File: config.mk
export PLATFORM = sky130hd
export DESIGN_NAME = mem_stage
export DESIGN_NICKNAME = d
export VERILOG_FILES = /design/src/rtl/mem_stage.sv
export SDC_FILE = /design/constraint.sdc
export NUM_CORES = 1
export LEC_CHECK = 0
export ABC_AREA = 1
export CAP_MARGIN = 0
export CORE_ASPECT_RATIO = 0.9
export CORE_UTILIZATION = 40
export CTS_BUF_LIST = sky130_fd_sc_hd__clkbuf_16
export DETAILED_ROUTE_END_ITERATION = 10
export GPL_ROUTABILITY_DRIVEN = 0
export GPL_TIMING_DRIVEN = 0
export PLACE_DENSITY = 0.74
export SLEW_MARGIN = 5
export SYNTH_ARGS = -nofsm -noshare
export SYNTH_HDL_FRONTEND = slang
export SYNTH_SLANG_ARGS = --single-unit
File: constraint.sdc
create_clock -name clk -period 1.5 [get_ports clk]
set_input_delay 0.15 -clock clk [delete_from_list [all_inputs] [get_ports clk]]
set_output_delay 0.15 -clock clk [all_outputs]
set_load 0.01 [all_outputs]
File: src/rtl/mem_stage.sv
`default_nettype none
// ============================================================================
//  Module      : mem_stage
//  Description : MEM stage of the RV32 5-stage pipeline. Issues loads/stores
//                on a req/ack data bus, aligns and extends load data, builds
//                store strobes/lanes, stalls the front of the pipe while an
//                access is outstanding and flags misaligned/timed-out accesses.
//  Revision    : 1.0 - initial release
// ============================================================================
module mem_stage #(
  parameter int TIMEOUT = 16
) (
  input  logic        clk,
  input  logic        rst_n,
  input  logic        memRead_in,
  input  logic        memWrite_in,
  input  logic        memtoReg_in,
  input  logic        regWrite_in,
  input  logic        branch_in,
  input  logic        zero_in,
  input  logic [2:0]  funct3_in,
  input  logic [31:0] ALU_res_in,
  input  logic [31:0] rd2_in,
  input  logic [31:0] immAddress_in,
  input  logic [4:0]  rd_in,
  output logic        pc_src,
  output logic [31:0] pc_target,
  output logic        stall_out,
  output logic        dmem_req,
  output logic        dmem_we,
  output logic [31:0] dmem_addr,
  output logic [31:0] dmem_wdata,
  output logic [3:0]  dmem_wstrb,
  input  logic        dmem_ack,
  input  logic [31:0] dmem_rdata,
  output logic        mem_err,
  output logic        memtoReg_out,
  output logic        regWrite_out,
  output logic [31:0] read_data_out,
  output logic [31:0] ALU_res_out,
  output logic [4:0]  rd_out
);

  localparam int CNT_W = $clog2(TIMEOUT + 1);
  localparam logic [CNT_W-1:0] c_cnt_last = CNT_W'(TIMEOUT - 1);

  typedef enum logic [1:0] {
    S_IDLE = 2'd0,
    S_REQ  = 2'd1,
    S_DONE = 2'd2
  } state_t;

  state_t           r_state;
  logic [CNT_W-1:0] r_cnt;
  logic [1:0]       r_off;
  logic [2:0]       r_funct3;
  logic [31:0]      r_cap;
  logic             r_tmo;

  logic             w_mem_op;
  logic             w_bad;
  logic [3:0]       w_strb;
  logic [31:0]      w_wdata;
  logic [7:0]       w_byte;
  logic [15:0]      w_half;
  logic [31:0]      w_ext;

  assign w_mem_op  = memRead_in | memWrite_in;
  assign pc_src    = branch_in & zero_in;
  assign pc_target = immAddress_in;
  // Front of the pipe holds while an access is being launched or is in flight.
  assign stall_out = ((r_state == S_IDLE) && w_mem_op && !w_bad) || (r_state == S_REQ);

  // Illegal size codes (stores have no unsigned forms) and misaligned H/W.
  always_comb begin
    w_bad = 1'b0;
    case (funct3_in)
      3'b000:  w_bad = 1'b0;
      3'b001:  w_bad = ALU_res_in[0];
      3'b010:  w_bad = (ALU_res_in[1:0] != 2'b00);
      3'b100:  w_bad = memWrite_in;
      3'b101:  w_bad = memWrite_in | ALU_res_in[0];
      default: w_bad = 1'b1;
    endcase
  end

  // Store lane replication and byte enables from size and address offset.
  always_comb begin
    w_strb  = 4'b1111;
    w_wdata = rd2_in;
    case (funct3_in[1:0])
      2'b00: begin
        w_strb  = 4'b0001 << ALU_res_in[1:0];
        w_wdata = {4{rd2_in[7:0]}};
      end
      2'b01: begin
        w_strb  = 4'b0011 << {ALU_res_in[1], 1'b0};
        w_wdata = {2{rd2_in[15:0]}};
      end
      default: begin
        w_strb  = 4'b1111;
        w_wdata = rd2_in;
      end
    endcase
  end

  // Select the addressed lane of the returned word and sign/zero extend it.
  always_comb begin
    w_byte = dmem_rdata[7:0];
    case (r_off)
      2'd0: w_byte = dmem_rdata[7:0];
      2'd1: w_byte = dmem_rdata[15:8];
      2'd2: w_byte = dmem_rdata[23:16];
      2'd3: w_byte = dmem_rdata[31:24];
      default: w_byte = dmem_rdata[7:0];
    endcase
    w_half = r_off[1] ? dmem_rdata[31:16] : dmem_rdata[15:0];
    case (r_funct3)
      3'b000:  w_ext = {{24{w_byte[7]}}, w_byte};
      3'b100:  w_ext = {24'd0, w_byte};
      3'b001:  w_ext = {{16{w_half[15]}}, w_half};
      3'b101:  w_ext = {16'd0, w_half};
      default: w_ext = dmem_rdata;
    endcase
  end

  // Access FSM, bus outputs, timeout counter and the MEM/WB register.
  always_ff @(posedge clk or negedge rst_n) begin
    if (!rst_n) begin
      r_state       <= S_IDLE;
      r_cnt         <= '0;
      r_off         <= 2'd0;
      r_funct3      <= 3'd0;
      r_cap         <= 32'd0;
      r_tmo         <= 1'b0;
      dmem_req      <= 1'b0;
      dmem_we       <= 1'b0;
      dmem_addr     <= 32'd0;
      dmem_wdata    <= 32'd0;
      dmem_wstrb    <= 4'd0;
      mem_err       <= 1'b0;
      memtoReg_out  <= 1'b0;
      regWrite_out  <= 1'b0;
      read_data_out <= 32'd0;
      ALU_res_out   <= 32'd0;
      rd_out        <= 5'd0;
    end else begin
      mem_err <= 1'b0;
      case (r_state)
        S_IDLE: begin
          memtoReg_out  <= memtoReg_in;
          ALU_res_out   <= ALU_res_in;
          rd_out        <= rd_in;
          read_data_out <= 32'd0;
          if (!w_mem_op) begin
            regWrite_out <= regWrite_in;
          end else if (w_bad) begin
            regWrite_out <= 1'b0;
            mem_err      <= 1'b1;
          end else begin
            regWrite_out <= 1'b0;
            memtoReg_out <= 1'b0;
            dmem_req     <= 1'b1;
            dmem_we      <= memWrite_in;
            dmem_addr    <= {ALU_res_in[31:2], 2'b00};
            dmem_wdata   <= w_wdata;
            dmem_wstrb   <= memWrite_in ? w_strb : 4'd0;
            r_off        <= ALU_res_in[1:0];
            r_funct3     <= funct3_in;
            r_cap        <= 32'd0;
            r_tmo        <= 1'b0;
            r_cnt        <= '0;
            r_state      <= S_REQ;
          end
        end
        S_REQ: begin
          regWrite_out <= 1'b0;
          memtoReg_out <= 1'b0;
          if (dmem_ack) begin
            dmem_req <= 1'b0;
            r_cap    <= dmem_we ? 32'd0 : w_ext;
            r_cnt    <= '0;
            r_state  <= S_DONE;
          end else if (r_cnt == c_cnt_last) begin
            dmem_req <= 1'b0;
            mem_err  <= 1'b1;
            r_tmo    <= 1'b1;
            r_cnt    <= '0;
            r_state  <= S_DONE;
          end else begin
            r_cnt <= r_cnt + 1'b1;
          end
        end
        S_DONE: begin
          memtoReg_out  <= memtoReg_in;
          regWrite_out  <= regWrite_in & ~r_tmo;
          ALU_res_out   <= ALU_res_in;
          rd_out        <= rd_in;
          read_data_out <= r_cap;
          r_state       <= S_IDLE;
        end
        default: r_state <= S_IDLE;
      endcase
    end
  end

endmodule
`default_nettype wire

# After elaboration in Yosys (flattened, before gate mapping)
# Index checks and enable logic that the tools add are counted.
# W data, S select, Z words.
# classes
n_bitwise,6
eq_ne,20
n_shift,2
muxes,43
n_addsub,1
reduce_logical,20
# ops
operator,n
$pmux W32 S2,3
$mux W32,4
$pmux W32 S4,1
$pmux W8 S4,1
$mux W5,4
$mux W16,1
$mux W1,15
$eq A3 B3 Y1 const B,4
$pmux W5 S2,1
$reduce_and A3 Y1,3
$mux W2,4
$ne A2 B2 Y1 const B,4
$pmux W4 S2,1
$reduce_and A4 Y1,2
$eq A2 B1 Y1 const B,3
$eq A2 B2 Y1 const B,3
$eq A3 B1 Y1 const B,2
$logic_not A2 Y1,3
$logic_not A3 Y1,2
$pmux W1 S2,3
$pmux W1 S3,2
$reduce_bool A2 Y1,3
$add A5 B1 Y5 const B,1
$eq A5 B4 Y1 const B,1
other kinds (17),21
# totals
out_inout_bits,176
in_bits,145
elab_cells,109
ff_bits,185

# Logic depth before layout (Yosys ltp)
# Gate-level depths: netlist of the first run.
# depth
depth_word,6
depth_mapped,10
ltp_nobuf,9

# Worst setup path after synthesis of the first run
# OpenSTA, ideal clock, no wires.
# synth_path
path_kind,flip-flop to flip-flop
start,reg r_state[0]
end,reg r_cap[5]
stages_incl_launch_ff,11
setup_ps,118
n_path_buf,1
t_arrival_ps,1450
required_time_ps,1382
path_slack_ps,-68
synth_period_minus_slack_ps,1568
cell_sequence,dfrtp_1 inv_1 ha_1 inv_1 nor2_2 nand3_4 nand2_4 nand2_4 buf_6 nand2_1 o21ai_2
# synth_between
elab_chain_cells,3
word_cells_on_any_way,8
cone_classes,eq/ne (4); mux (1); reduce/logical (3)
# synth_lines
item,line,rtl
start: declaration,53,state_t r_state;
start signal: assignment,130,r_state <= S_IDLE;
start signal: assignment,173,r_state <= S_REQ;
start signal: assignment,183,r_state <= S_DONE;
$eq A2 B1 Y1 or $logic_not A2 Y1 (tied branches),149,case (r_state)
$ne A2 B2 Y1 (no source line) or $reduce_bool A2 Y1 (tied branches),n/a,
$reduce_and A4 Y1 (no source line),n/a,
end signal: assignment,181,r_cap <= dmem_we ? 32'd0 : w_ext;
end: declaration,57,logic [31:0] r_cap;
# Several ways; a longest one is shown, not always the timed one.
# A chain may end at the register's enable or synchronous reset.

# Worst setup path after layout of the first run
# layout_path
start,reg r_state[1]
end,out stall_out
# layout_between
elab_chain_cells,4
word_cells_on_any_way,5
cone_classes,eq/ne (1); reduce/logical (4)
# layout_lines
item,line,rtl
$logic_not A2 Y1,72,assign stall_out = ((r_state == S_IDLE) && w_mem_op && !w_bad) || (r_state == S_REQ);
$logic_and A1 B1 Y1 (2 in series),72,
$logic_or A1 B1 Y1 (*),72,
end: declaration,28,"output logic stall_out,"
# Every way passes the cells marked *; elsewhere a longest branch is shown, timed or not.

==> results.yml, run 1 <==
grt:
  grt_max_degree: 96
  grt_pass1_wl_um: 41770
  overflow: 0
  grt_usage_pct: 24.86
  grt_pass1_vias: 7819
  antenna_found_initial: 0
place:
  io_buffer_count: 285
  placed_cell_area_mm2: 0.01178
  place_hpwl_um: 19670
setup_path:
  max_stage_delay_ns: 0.40
  worstSetupPathDepth: 9
  crit_start: "r_state[1]$_DFFE_PN0P_"
  crit_path_cell_trace: "inv_2 > ha_4 > inv_4 > nor2_4 > nand3_4 > buf_8 > buf_8 > nand2_4 > buf_6"
  worst_ep_required_time_ns: 1.35
  rr_worst_depth: 12
  crit_path_max_fanout: 2
  critPathMostFrequentCell: "buf_8"
  worst-path-buf-inv: 5
  startpoint_type: "flop"
  critPathCaptureType: "output pin"
  r2r-start: "r_state[1]$_DFFE_PN0P_"
  crit_type: "flop to output pin"
  crit_family: "buffers and inverters"
  slowest_stage: "dfrtp_1"
  crit_arrival_ns: 1.69
yosys:
  synthFlopType: "dfrtp_1"
  ys_ff_latch: 185
  yosysTopAreaCell: "dfrtp_1"
  synth_xor_area_share_pct: 0
  yosysWarningCount: 0
  synth_commonest_cells: "270 x nand2_1, 185 x dfrtp_1, 109 x o21ai_0"
  synth_mux_area_share_pct: 0
  synth.top_cell.area_share_pct: 54.41
  synth_cell_types: 32
  synth_top_family_by_area: "simple AND/OR/NAND/NOR gates"
  synthAdderAreaFrac_pct: 0.7353
  synthCells: 988
  synth.most_common_cell: "nand2_1"
  synth_edf_count: 0
  syn_avg_cell_area_um2: 8.611
  synth_compound_area_share_pct: 15.31
  ys_seq_area_share_pct: 54.41
  synth-simple-area-share_pct: 19.09
  synth.cell_area_mm2: 0.008508
  synth_top_cells_by_area: "dfrtp_1 54%, nand2_1 12%, o21ai_0 6.4%, buf_4 3.7%, inv_1 3.3%"
  async_reset_ff_share_pct: 100.0
die:
  die_x_um: 155.7
  design.portCount: 321
  start_util_pct: 40.84
  design.core.area_mm2: 0.02083
  rows: 50
  die_height_um: 140.4
  die_area_mm2: 0.02186
finish:
  layout.nets: 1496
  area_growth_pct: 63.41
  fin_util_pct: 66.74
  num_antenna_cells: 0
  drive_above_1_share_pct: 18.85
  final_area_mm2: 0.01390
timing:
  worstMarginPinSlew_ns: 0.7060
  finalCritPeriodShare_pct: 122.8
  rsz0062_at_grt: "yes"
  setup-violations-final: 184
  finalCriticalPeriod_ns: 1.842
  hold_viol_final: 0
  clock.fmax_mhz: 543.0
  worst_slack_ns: -0.3416
  hold_slack_ns: 0.04056
  drv_slew: 0
  relSlewSlack_pct: 52.94
  fin_skew_ns: 0.006875
clock_network:
  numCtsBuffers: 17
  cts_tree: "yes"
  clock_sinks: 185
  cts_buffer_depth: 2
  root_buffer: "clkbuf_16"
  clkSlewWorstSetupHoldPaths_ns: 0.07
  insertion_delay_ns: 0.42
  cts-htree-levels: 4
hold_path:
  min_from: "funct3_in[1]"
  whs_path_depth: 3
  worstHoldPathType: "input pin to flop"
power:
  report.power.total_mw: 26.49
  vdd_drop_max_mv: 0.9655
  p_per_area_mw_per_mm2: 1905
  leakage_nw: 7.638
route:
  post_drt_wl_per_cell_um: 17.43
  drc: 0
  via_count: 8249
  avgViaCountPerCell: 5.018
  dr.pass1.iters: 5
  drtIter0Drc: 548
  routed_wl_um: 28650
  drtAntennaViolNets: 0
status:
  violations: "setup timing"
  status: "finished with violations"
flow_run:
  maxCapViolations: 0
-- layout by cell type (no fill, tap or decap), drive strengths merged --
master / instances
o21a: 1
o211ai: 2
bufinv: 3
nand4: 1
nand3: 47
dlymetal6s2s: 81
ha: 5
nor2: 69
clkbuf: 43
clkdlybuf4s50: 159
a22o: 28
conb: 2
o21ai: 165
dfrtp: 185
inv: 86
clkinv: 6
or3b: 1
buf: 115
nor3: 3
dlygate4sd2: 43
o22ai: 1
nor3b: 1
nand2: 275
dlygate4sd3: 1
o21bai: 1
a21oi: 34
-- worst paths after layout --
kind | endpoint | slack, ns
setup reg to reg | r_cap[9]$_DFFE_PN0P_ | -0.31
min in group asynchronous | rd_out[3]$_DFFE_PN0P_ | 0.31
setup / recovery | stall_out | -0.34
hold / removal | dmem_wdata[18]$_DFFE_PN0P_ | 0.04
hold reg to reg | dmem_wdata[27]$_DFFE_PN0P_ | 0.48
max in group asynchronous | dmem_wdata[3]$_DFFE_PN0P_ | 0.28
-- cell families after synthesis --
kind of cell             after synthesis
AO/OA/AOI/OAI                        231
AND/OR/NAND/NOR                      397
adder cells (fa/ha/maj)                5
flip-flops                           185
other                                  1
buffers and inverters                169
-- layout make-up --
cell class                      count  area, um2
Buffer                             83      803.3
Clock inverter                     14      165.2
Fill cell                        1659       6929
Tap cell                          286      357.8
Clock buffer                       17      425.4
Multi-Input combinational cell    636       3318
Timing Repair Buffer              342       3876
Inverter                           81      327.8
Sequential cell                   185       4629
-- worst reg2reg max path, stage by stage, from the launching register on --
cell,delay [ns]
dfrtp_1,0.40
inv_2,0.09
ha_4,0.16
inv_4,0.04
nor2_4,0.11
nand3_4,0.08
buf_4,0.15
buf_12,0.14
nand2_8,0.12
nand2_8,0.11
clkbuf_16,0.17
nand2_1,0.05
o21ai_1,0.06
-- report_power, final --
group          switching (mW)  internal, mW
combinational            6.85          6.83
clock                    1.99          2.63
sequential               1.22          6.98
-- flip-flops by register name (all words and copies together), names as in the netlist --
signal,flops
ALU_res_out,32
dmem_wdata,32
r_cap,32
read_data_out,32
dmem_addr,30
r_cnt,5
rd_out,5
dmem_wstrb,4
r_funct3,3
r_off,2
r_state,2
dmem_req,1
dmem_we,1
mem_err,1
memtoReg_out,1
r_tmo,1
regWrite_out,1
-- repair_timing --
item | 4_1_cts | 5_1_grt
hold endpoints to repair | 90 | 0
cloned | 2 | 16
pin swaps | 5 | 23
setup buffers | 19 | 19
hold buffers | 1 | 0
endpoints found under the setup margin | 228 | 265
gates resized for setup | 135 | 282
-- metal layers --
layer	part of all wire [%]	global-route usage, %	up-vias	wire length [um]
met5	0	0	-	0
met4	2.1	7.895	0	593
met3	8.3	7.673	44	2380
met2	49	40.57	336	13910
met1	41	31.47	3980	11770
li1	-	-	3889	-
-- through the flow --
stage          TNS (ns)  std cells  worst slack [ns]
2_1_floorplan  -0.02640        989         -0.004411
3_3_place_gp   -1461.16       1560            -7.396
3_5_place_dp    -101.63       1561           -0.9027
4_1_cts          -16.73       1614           -0.3701
5_1_grt          -43.47       1644           -0.4025
6_report         -32.50       1644           -0.3416
No activity file was read; power rests on OpenSTA's default activity.
==> run 2: changes to the inputs <==
==> constraint.sdc (replaced) <==
create_clock -name clk -period 1.5 [get_ports clk]
set_input_delay 0.45 -clock clk [delete_from_list [all_inputs] [get_ports clk]]
set_output_delay 0.45 -clock clk [all_outputs]
set_load 0.01 [all_outputs]
==> results.yml, run 2 (synthesis results as in run 1) <==
route:
  dr.max_layer_used: "met4"
  drtIter0Drc: 556
  drc: 0
  met2_length_um: 12940
  avgViaCountPerCell: 4.938
  drtAntennaViolNets: 0
  wl_met3_um: 1782
  dr.pass1.iters: 5
  post_drt_wl_per_cell_um: 16.49
  via_count: 8113
  routed_wl_um: 27090
  wl_met1_um: 11830
timing:
  rsz0062_at_grt: "yes"
  clock.fmax_mhz: 455.9
  finalCritPeriodShare_pct: 146.2
  hold_viol_final: 0
  worstMarginPinSlew_ns: 0.7196
  setup-violations-final: 186
  relSlewSlack_pct: 52.03
  drv_slew: 0
  finalCriticalPeriod_ns: 2.194
  fin_skew_ns: 0.01200
  worst_slack_ns: -0.6937
flow_run:
  maxCapViolations: 0
die:
  rows: 50
  design.core.area_mm2: 0.02083
  design.portCount: 321
  die_area_mm2: 0.02186
  die_height_um: 140.4
  start_util_pct: 40.84
  die_x_um: 155.7
finish:
  multi_input_area_mm2: 0.003113
  layout_commonest_cell: "nand2_1"
  fin_util_pct: 60.28
  drive_above_1_share_pct: 26.09
  num_antenna_cells: 0
  area_growth_pct: 47.60
  final_cell_mix: "264 x nand2_1, 185 x dfrtp_1, 130 x clkdlybuf4s50_1"
  fillers: 1876
  register_area_mm2: 0.004629
  layout.nets: 1494
clock_network:
  insertion_delay_ns: 0.43
  cts_buffer_depth: 2
  root_buffer: "clkbuf_16"
  cts_tree: "yes"
  cts-htree-levels: 4
  clkSlewWorstSetupHoldPaths_ns: 0.07
  clock_sinks: 185
  cts_hold_buf: 0
  numCtsBuffers: 17
grt:
  antenna_found_initial: 0
  grt_pass1_wl_um: 42040
  grt_pass1_vias: 7874
  grt_usage_pct: 25.10
  grt_max_degree: 95
  overflow: 0
status:
  status: "finished with violations"
  violations: "setup timing"
setup_path:
  slowest_stage: "dfrtp_1"
  worst_ep_required_time_ns: 1.05
  max_stage_delay_ns: 0.40
  crit_path_max_fanout: 2
  startpoint_type: "flop"
  crit_type: "flop to output pin"
  critPathCaptureType: "output pin"
  crit_arrival_ns: 1.74
  crit_path_cell_trace: "inv_2 > ha_4 > inv_2 > nor2_4 > nand3_4 > buf_8 > buf_8 > nand2_4 > buf_6"
  r2r_setup_slack_ns: -0.42
power:
  leakage_nw: 6.298
  report.power.total_mw: 23.53
  p_per_area_mw_per_mm2: 1873
  vdd_drop_max_mv: 1.067
place:
  io_buffer_count: 285
  place_hpwl_um: 19400
hold_path:
  worstHoldPathType: "input pin to async pin"
## run 2: cell count changes in the layout (fill, tap and decap cells not counted), moves of 9 or more
cell	previous run	this run
nand2_2	35	7
buf_2	6	123
clkdlybuf4s15_2	0	21
clkdlybuf4s50_1	159	130
clkbuf_16	31	22
dlymetal6s2s_1	81	0
o21ai_0	46	86
o21ai_1	98	72
o21ai_2	21	7
nand2_1	228	264
dlygate4sd2_1	43	5
buf_4	51	81
buf_12	12	1
## run 2: path summary, 6_finish.rpt
check,startpoint,endpoint,cells after the start
min in group clk,funct3_in[1],dmem_wdata[18]$_DFFE_PN0P_,3
max in group asynchronous,rst_n,read_data_out[12]$_DFFE_PN0P_,2
max reg2reg,r_state[1]$_DFFE_PN0P_,r_cap[25]$_DFFE_PN0P_,10
max,r_state[1]$_DFFE_PN0P_,stall_out,9
min,rst_n,dmem_wdata[4]$_DFFE_PN0P_,1
min reg2reg,rd_out[1]$_DFFE_PN0P_,rd_out[1]$_DFFE_PN0P_,2
## run 2: worst max-delay path: cells and delay by family (launching register included)
family                   cells  cell delay [ns]
adder cells (fa/ha/maj)      1             0.15
buffers and inverters        5             0.48
flip-flops                   1             0.40
AND/OR/NAND/NOR              3             0.27
## run 2: metal layers
layer	GRT usage (%)	vias to the layer above
met5	0	-
li1	-	3875
met2	40.52	324
met4	8.978	0
met1	33.14	3873
met3	5.600	41
## run 2: cell type report
| cell class | instances | area share [%] |
|---|---|---|
| repair buffers | 335 | 21.81 |
| well taps | 286 | 2.849 |
| flip-flops and latches | 185 | 36.86 |
| clock inverters | 15 | 1.086 |
| plain buffers | 88 | 6.765 |
| multi-input cells | 636 | 24.79 |
| clock buffers | 17 | 3.387 |
| inverters | 81 | 2.451 |
## run 2: per-stage QoR
step	instances	area, um2	hold WS, ns	worst slack [ns]	TNS (ns)
finish	1643	12560	0.004419	-0.6937	-36.55
global route	1643	12560	0.06100	-0.7612	-51.26
CTS	1640	12510	0.04405	-0.6857	-23.07
floorplan	989	8544	0.1544	-0.2268	-0.2268
detailed placement	1561	11790	0.4642	-1.429	-129.18
global placement	1560	11760	0.4622	-7.682	-1541.23
## run 2: where the power goes
part           switching [mW]  total (mW)  internal, mW
Clock                    2.12        4.31          2.19
Combinational            6.17        11.1          4.96
Sequential               1.11        8.08          6.97
## run 2: timing repair
action | CTS | global route
buffers inserted | 43 | 4
pin swaps | 5 | 7
endpoints found under the setup margin | 334 | 227
gates cloned | 4 | 0
resized for setup | 671 | 16
==> RTL change (config.mk and constraints of run 1) <==
Put one more register stage on the output `mem_err`, with the module's reset. The value now appears one clock later. The other outputs are not delayed to match.
--- a/src/rtl/mem_stage.sv
+++ b/src/rtl/mem_stage.sv
@@ -50,6 +50,8 @@
     S_DONE = 2'd2
   } state_t;
 
+  logic mem_err_s0;
+
   state_t           r_state;
   logic [CNT_W-1:0] r_cnt;
   logic [1:0]       r_off;
@@ -138,14 +140,14 @@
       dmem_addr     <= 32'd0;
       dmem_wdata    <= 32'd0;
       dmem_wstrb    <= 4'd0;
-      mem_err       <= 1'b0;
+      mem_err_s0    <= 1'b0;
       memtoReg_out  <= 1'b0;
       regWrite_out  <= 1'b0;
       read_data_out <= 32'd0;
       ALU_res_out   <= 32'd0;
       rd_out        <= 5'd0;
     end else begin
-      mem_err <= 1'b0;
+      mem_err_s0 <= 1'b0;
       case (r_state)
         S_IDLE: begin
           memtoReg_out  <= memtoReg_in;
@@ -156,7 +158,7 @@
             regWrite_out <= regWrite_in;
           end else if (w_bad) begin
             regWrite_out <= 1'b0;
-            mem_err      <= 1'b1;
+            mem_err_s0   <= 1'b1;
           end else begin
             regWrite_out <= 1'b0;
             memtoReg_out <= 1'b0;
@@ -183,7 +185,7 @@
             r_state  <= S_DONE;
           end else if (r_cnt == c_cnt_last) begin
             dmem_req <= 1'b0;
-            mem_err  <= 1'b1;
+            mem_err_s0 <= 1'b1;
             r_tmo    <= 1'b1;
             r_cnt    <= '0;
             r_state  <= S_DONE;
@@ -204,6 +206,14 @@
     end
   end
 
+  always_ff @(posedge clk or negedge rst_n) begin
+    if (!rst_n) begin
+      mem_err <= '0;
+    end else begin
+      mem_err <= mem_err_s0;
+    end
+  end
+
 endmodule
 `default_nettype wire
 
Function: changed (a bounded check fails within 4 cycles, from zero or initial values and one cycle with rst_n low).
==> RTL change against run 1 <==
  * The run still ends with setup timing left
  * Core utilization fell by 0.84 points
  * Final area down 1.5%
  * Synthesized area is 0.71% lower
  * Setup slack worse by 0.039 ns
  * Sequential cell count grew 1
  * Count of clock-buffer cells in the layout stayed put
  * Total power down 3.0%
  * Routed wire length decreased by 1.9%
  * Clock skew grew 0.0025 ns
  * Via count shrank 0.78%
  * Largest power group unchanged
  * Highest routed layer unchanged
==> RTL change: results (changes against run 1) <==
Pwr Total = 25690 uW (-3.0%)
Via count = 8185 (-0.78%)
Layout fillers = 1703 (+2.7%)
Multi-In Gates = 625 (-1.7%)
RR Endpoint = ALU_res_out[10]
Hold depth = 4 (+1)
Multi-input combinational area share = 0.2293 (-0.009410)
Hold endpoint = dmem_wdata[17]
Vias in the first global route = 7988 (+2.2%)
Clock transition at the registers of the reported paths = 0.08 ns
Worst Tran Pin Value = 0.7156 ns (+0.009655 ns)
Largest net degree at the start of global routing = 99 (+3.1%)
Logic inverters = 92 (+14%)
Outcome = finished with violations
Static leakage = 0.007477 uW (-2.1%)
H-tree levels = 4 (unchanged)
Maximum vdd drop = 794.3 uV (-18%)
Post-synth top cells = nand2_1, dfrtp_1, o21ai_0
Setup-failing EPs final = 185 (+0.54%)
Post-CTS setup buffers = 30 (+11)
Comb pwr share = 0.507 (-0.009)
NonClk Buf Share = 0.3357 (-0.0008331)
Clock sinks = 186 (+0.54%)
Top cells by area, synth = dfrtp_1, nand2_1, o21ai_0
DRT iter0 DRCs = 765 (+40%)
Gr usage total = 0.2584 (+0.009739)
Synth unique cells = 33 (+3.1%)
R2r worst-path depth = 11 (-1)
Seq pwr = 8150 uW (-0.6%)
Fraction of the yosys area taken by sequential cells = 0.5509 (+0.006830)
Ant. Diodes = 0 (unchanged)
Clock buf/inv share = 0.04250 (about the same)
Sw power = 9896 uW (-1.6%)
Worst Clk Skew = 0.009328 ns (+0.002453 ns)
Hold WS = 0.1529 ns (+0.1123 ns)
Final nets = 1498 (+0.13%)
Worst setup margin = -0.3806 ns (-0.03897 ns)
Buffers excl. clock = 426 (+0.24%)
Detailed Place HPWL = 19.25 mm (-2.1%)
Resize count post-CTS = 294 (+120%)
DR WL/cell = 17.07 um (-2.1%)
Synth Flop Type = dfrtp_1
R2r setup slk = -0.34 ns (-0.03 ns)
FF+latch area = 4654 um2 (+0.54%)
Violated checks = setup timing
Clock Latency Late Sink = 0.43 ns
Setup WS pre-CTS = -0.9338 ns (-0.03107 ns)
First-pass GRT wire length = 43.14 mm (+3.3%)
Share of cells above drive strength 1 = 0.1668 (-0.02172)
## RTL change: metrics by stage
step	std cells	setup TNS (ns)	cell area [um2]
floorplan	991	-0.2432	8467
global placement	1562	-1441.95	11680
detailed placement	1563	-88.78	11710
CTS	1637	-44.81	13280
global route	1647	-52.30	13690
finish	1647	-38.15	13690
## RTL change: cell families (layout without fill, tap and decap cells)
| logic type | count (synthesis) | in the layout | share of synthesized area |
|---|---|---|---|
| AO/OA/AOI/OAI | 240 | 240 | 0.1570 |
| adder cells (fa/ha/maj) | 5 | 5 | 0.007405 |
| buffers and inverters | 180 | 550 | 0.1023 |
| flip-flops | 186 | 186 | 0.5509 |
| other | 1 | 2 | 0.0004439 |
| AND/OR/NAND/NOR | 378 | 378 | 0.1819 |
## RTL change: metal layers
layer	share of wire	up-vias	GRT usage
met4	0.019	0	0.07637
met2	0.49	349	0.4310
li1	-	3885	-
met5	0	-	0
met3	0.075	39	0.06260
met1	0.42	3912	0.3326
